$ cat src/rtl/counter_pkg.sv
// Shared constants for step counters and other simple sequencers.
package counter_pkg;

    // Overflow policy selectors
    localparam int MODE_WRAP = 0;
    localparam int MODE_SAT  = 1;

    // Count direction encodings
    localparam logic DIR_UP   = 1'b0;
    localparam logic DIR_DOWN = 1'b1;

endpackage : counter_pkg

$ cat src/rtl/step_counter_next_value.sv
// Combinational successor of a bounded count: steps the value up or down by
// STEP within 0..MAX_VAL, and flags when the step crosses a boundary.
// Arithmetic is carried in WIDTH+1 bits so no carry or borrow is lost.
module step_next_value
    import counter_pkg::*;
#(
    parameter int              WIDTH   = 16,
    parameter int unsigned     STEP    = 1,
    parameter longint unsigned MAX_VAL = (64'd1 << WIDTH) - 64'd1,
    parameter int              MODE    = MODE_WRAP
) (
    input  logic [WIDTH-1:0] count,
    input  logic             dir,
    output logic [WIDTH-1:0] next_count,
    output logic             crossed
);

    // Parameter sanity: reject illegal configurations at elaboration
    if (WIDTH < 2) begin : g_bad_width
        $fatal(1, "step_next_value: WIDTH must be at least 2");
    end
    if (STEP == 0) begin : g_bad_step_zero
        $fatal(1, "step_next_value: STEP must be nonzero");
    end
    if (longint'(STEP) > MAX_VAL) begin : g_bad_step_big
        $fatal(1, "step_next_value: STEP must not exceed MAX_VAL");
    end
    if (MAX_VAL >= (64'd1 << WIDTH)) begin : g_bad_max
        $fatal(1, "step_next_value: MAX_VAL must fit in WIDTH bits");
    end
    if (MODE != MODE_WRAP && MODE != MODE_SAT) begin : g_bad_mode
        $fatal(1, "step_next_value: MODE must be MODE_WRAP or MODE_SAT");
    end

    // Extended-width constants; MOD_E (= MAX_VAL+1) may equal 2**WIDTH
    localparam logic [WIDTH:0] MAX_E  = (WIDTH+1)'(MAX_VAL);
    localparam logic [WIDTH:0] STEP_E = (WIDTH+1)'(STEP);
    localparam logic [WIDTH:0] MOD_E  = MAX_E + 1'b1;

    // Upward overflow: wrap folds the excess back from zero, sat clamps
    function automatic logic [WIDTH:0] fold_up(input logic [WIDTH:0] sum);
        logic [WIDTH:0] r;
        if (MODE == MODE_SAT) begin
            r = MAX_E;
        end else begin
            r = sum - MOD_E;
        end
        return r;
    endfunction

    // Downward underflow: wrap borrows one modulus, sat clamps at zero
    function automatic logic [WIDTH:0] fold_down(input logic [WIDTH:0] cur);
        logic [WIDTH:0] r;
        if (MODE == MODE_SAT) begin
            r = '0;
        end else begin
            r = cur + MOD_E - STEP_E;
        end
        return r;
    endfunction

    logic [WIDTH:0] cur_e;
    logic [WIDTH:0] sum_e;
    logic [WIDTH:0] diff_e;
    logic [WIDTH:0] nxt_e;

    assign cur_e  = {1'b0, count};
    assign sum_e  = cur_e + STEP_E;
    assign diff_e = cur_e - STEP_E;

    // Select successor and crossing flag from direction and bounds
    always_comb begin
        nxt_e   = cur_e;
        crossed = 1'b0;
        if (dir == DIR_UP) begin
            if (sum_e > MAX_E) begin
                nxt_e   = fold_up(sum_e);
                crossed = 1'b1;
            end else begin
                nxt_e = sum_e;
            end
        end else begin
            if (cur_e < STEP_E) begin
                nxt_e   = fold_down(cur_e);
                crossed = 1'b1;
            end else begin
                nxt_e = diff_e;
            end
        end
    end

    // Successor always lies in 0..MAX_VAL, so the top bit is always clear
    assign next_count = nxt_e[WIDTH-1:0];

    logic unused_top;
    assign unused_top = nxt_e[WIDTH];

endmodule : step_next_value

$ cat src/rtl/step_counter.sv
// Bounded step counter register: reset, clamped parallel load, and enabled
// up/down stepping with a registered boundary-crossing pulse. Used as a
// program counter, loop counter or generic timer.
module step_counter
    import counter_pkg::*;
#(
    parameter int              WIDTH   = 16,
    parameter int unsigned     STEP    = 1,
    parameter longint unsigned MAX_VAL = (64'd1 << WIDTH) - 64'd1,
    parameter int              MODE    = MODE_WRAP
) (
    input  logic             clk,
    input  logic             rst,
    input  logic             en,
    input  logic             dir,
    input  logic             load,
    input  logic [WIDTH-1:0] load_val,
    output logic [WIDTH-1:0] count,
    output logic             ovf,
    output logic             at_max,
    output logic             at_zero
);

    localparam logic [WIDTH:0] MAX_E = (WIDTH+1)'(MAX_VAL);

    // Out-of-range load values clamp to the top of the legal range
    function automatic logic [WIDTH-1:0] clamp_load(input logic [WIDTH-1:0] v);
        logic [WIDTH-1:0] r;
        if ({1'b0, v} > MAX_E) begin
            r = MAX_E[WIDTH-1:0];
        end else begin
            r = v;
        end
        return r;
    endfunction

    logic [WIDTH-1:0] count_p0;
    logic             ovf_p0;
    logic [WIDTH-1:0] step_nxt;
    logic             step_crossed;

    step_next_value #(
        .WIDTH   (WIDTH),
        .STEP    (STEP),
        .MAX_VAL (MAX_VAL),
        .MODE    (MODE)
    ) u_next (
        .count      (count_p0),
        .dir        (dir),
        .next_count (step_nxt),
        .crossed    (step_crossed)
    );

    // ---- stage p0: count/ovf register, priority rst > load > en > hold ----
    always_ff @(posedge clk) begin
        if (rst) begin
            count_p0 <= '0;
            ovf_p0   <= 1'b0;
        end else if (load) begin
            count_p0 <= clamp_load(load_val);
            ovf_p0   <= 1'b0;
        end else if (en) begin
            count_p0 <= step_nxt;
            ovf_p0   <= step_crossed;
        end else begin
            ovf_p0   <= 1'b0;
        end
    end

    assign count   = count_p0;
    assign ovf     = ovf_p0;
    assign at_max  = ({1'b0, count_p0} == MAX_E);
    assign at_zero = (count_p0 == '0);

endmodule : step_counter

$ cat config.mk
export PLATFORM = sky130hd
export DESIGN_NAME = step_counter
export DESIGN_NICKNAME = d
export VERILOG_FILES = /design/src/rtl/counter_pkg.sv /design/src/rtl/step_counter_next_value.sv /design/src/rtl/step_counter.sv
export SDC_FILE = /design/constraint.sdc
export NUM_CORES = 1
export LEC_CHECK = 0
export ABC_AREA = 1
export CAP_MARGIN = 30
export CORE_MARGIN = 8
export CORE_UTILIZATION = 40
export CTS_CLUSTER_DIAMETER = 60
export CTS_CLUSTER_SIZE = 16
export DETAILED_ROUTE_END_ITERATION = 10
export PLACE_DENSITY = 0.63
export SLEW_MARGIN = 0
export SYNTH_ARGS = -nofsm -noshare
export SYNTH_HDL_FRONTEND = slang
export SYNTH_SLANG_ARGS = --single-unit
$ cat constraint.sdc
create_clock -name clk -period 1.8 [get_ports clk]
set_input_delay 0.54 -clock clk [delete_from_list [all_inputs] [get_ports clk]]
set_output_delay 0.54 -clock clk [all_outputs]
set_load 0.005 [all_outputs]
==> flow_summary.ini <==
[route]
drc = 0
vias = 2280
avgViaCountPerCell = 5.33
firstDrtPassIters = 5
routedWlPerCell_um = 15.4
drtAntennaViolNets = 0
totalWireLength_um = 6570
drt_iter0_drc = 184

[global_route]
grt_max_degree = 14
grt_use_total_pct = 19.0
grt_pass1_vias = 2061
grt_pass1_wl_um = 9900
grt_remaining_overflow = 0
antenna_found_initial = 0

[placed_design]
placed_area_um2 = 2470
hpwl_um = 4760
portBuffers = 39
gp_congestion = 0.917

[power]
power_leakage_nw = 1.37
power.total_w = 0.00138
ir_drop_uv = 263
p_per_area_nw_per_um2 = 485

[sta]
tightest_slew_ns = 0.286
hold_viol = 0
setup_slack_ns = -0.128
finalSetupViolCount = 3
slew_viol_final = 0
fmax_mhz = 519
skew_ns = 0.00530
finalSetupTns_ns = -0.229
fin_crit_ns = 1.93
rsz0062_at_grt = yes
period_share_pct = 107
slew_headroom_pct = 80.9

[floorplan]
io_pins = 40
core-area_um2 = 4060
die-height_um = 81.4
start_util_pct = 42.2
die_area_um2 = 6630
die_w_um = 81.4
rows = 23

[finish]
fillers = 362
final_common_cell = nand2_1
design_area_um2 = 2840
diodes = 0
fin_nets = 404
syn_to_final_growth_pct = 66.0
drive_above_1_share_pct = 36.2
final_cell_mix = nand2_1, buf_4, inv_1
post-route-util_pct = 70.0

[logic_synthesis]
synth-seq-cells = 17
synthesis.area_um2 = 1710
syn_inst = 282
postSynth.asyncResetShare_pct = 0
yosysWarnings = 0
yosysSeqAreaShare_pct = 19.9
synth_cell_type_count = 32
syn_nets = 307
avgSynthCellArea_um2 = 6.07
synth_flop_cell = dfxtp_1
synth_edf_count = 0

[clocking]
cts_tree = yes
holdBufCountCts = 0
numClockSinks = 17
cts_made_buffers = 3
clkLatencyLatePin_ns = 0.26
cts_max_level = 1
clockBufferDepth = 2
clk_pin_slew_ns = 0.08
cts_root_buffer = clkbuf_8

[worst_setup_path]
critical_path_arrival_ns = 1.39
cp-start-kind = register
crit_type = reg -> out
critPathMaxFanout = 2
cp_slowest_stage_delay_ns = 0.37
worst_path_max_delay_cell = dfxtp_4
required_ns = 1.26
endpoint_kind = output pin
path_cells = ha_4 > nand2_4 > nor2_4 > nand4_1 > nor3_2 > buf_2

[worst_hold_path]
hold_path.class = reg -> reg

[run_status]
status = finished, violations left
violations = setup timing

[run]
max_cap_viol_count = 0
==> cells by family after synthesis <==
family	Yosys count	share of synthesized area, %
fa+ha+maj	4	2.92
xor+xnor	12	6.14
buf+inv	47	11.8
flops	17	19.9
compound gates	49	17.5
simple gates	153	41.7
==> through the flow <==
stage	setup slack, ns	std cells	hold WS, ns
after floorplan	0.0199	282	0.531
after global placement	-0.336	407	0.628
after detailed placement	-0.357	407	0.633
after CTS	-0.165	414	0.634
after global routing	-0.199	428	0.665
final	-0.128	428	0.638
==> layer usage <==
layer / vias up / part of all wire (%) / track usage [%] / wire length [um]
li1: 1120 / - / - / -
met1: 1066 / 44 / 25.5 / 2890
met2: 87 / 49 / 30.5 / 3190
met3: 7 / 6.3 / 2.62 / 412
met4: 0 / 1.2 / 5.89 / 78
met5: - / 0 / 0 / 0
==> synth_stat cells (4+ instances only) <==
cell type	instances	area [um^2]
nand2_1	72	270
inv_1	32	120
nand3_1	29	145
nor2_1	28	105
dfxtp_1	17	340
a21oi_1	14	70.1
o21ai_0	10	50.1
xor2_1	10	87.6
a22oi_1	8	60.1
clkbuf_1	7	26.3
a31oi_1	6	37.5
buf_2	5	25.0
nand2_2	5	31.3
nand4_1	5	31.3
ha_1	4	50.1
nand3_2	4	40.0
nor2_4	4	45.0
==> where the power goes <==
group | internal (W) | switching (W)
clock | 0.000158 | 0.000149
sequential | 0.000406 | 0.0000232
combinational | 0.000312 | 0.000329
==> state kept, by name (all words and copies together), names as in the netlist <==
register and flops:
count 16, ovf 1
==> critical path, delay by kind of cell, from the launching register on <==
kind / cells / cell delay, ns
flops: 1 / 0.37
buf+inv: 1 / 0.15
fa+ha+maj: 1 / 0.14
simple gates: 4 / 0.47
==> path summary, 6_finish.rpt <==
kind / startpoint / endpoint / slack [ns] / cells after the start
worst max-delay path: count[0]$_SDFFE_PP0P_ / at_max / -0.13 / 6
worst min-delay path: count[2]$_SDFFE_PP0P_ / count[2]$_SDFFE_PP0P_ / 0.64 / 3
worst min register to register: count[2]$_SDFFE_PP0P_ / count[2]$_SDFFE_PP0P_ / 0.64 / 3
worst max register to register: count[0]$_SDFFE_PP0P_ / ovf$_SDFF_PP0_ / -0.01 / 14
==> repair_timing <==
| action | CTS | global route |
|---|---|---|
| gates resized for setup | 37 | 48 |
| pin swaps | 9 | 25 |
| setup buffers | 3 | 14 |
| setup endpoints to repair | 14 | 20 |
==> layout make-up <==
cell class                      instances  area, um^2  area share, %
Multi-Input combinational cell        218        1320           46.3
Sequential cell                        17         363           12.8
Inverter                               32         124           4.36
Clock buffer                            4        45.0           1.59
Timing Repair Buffer                  107         931           32.8
Tap cell                               50        62.6           2.20
No activity file was read; power rests on OpenSTA's default activity.
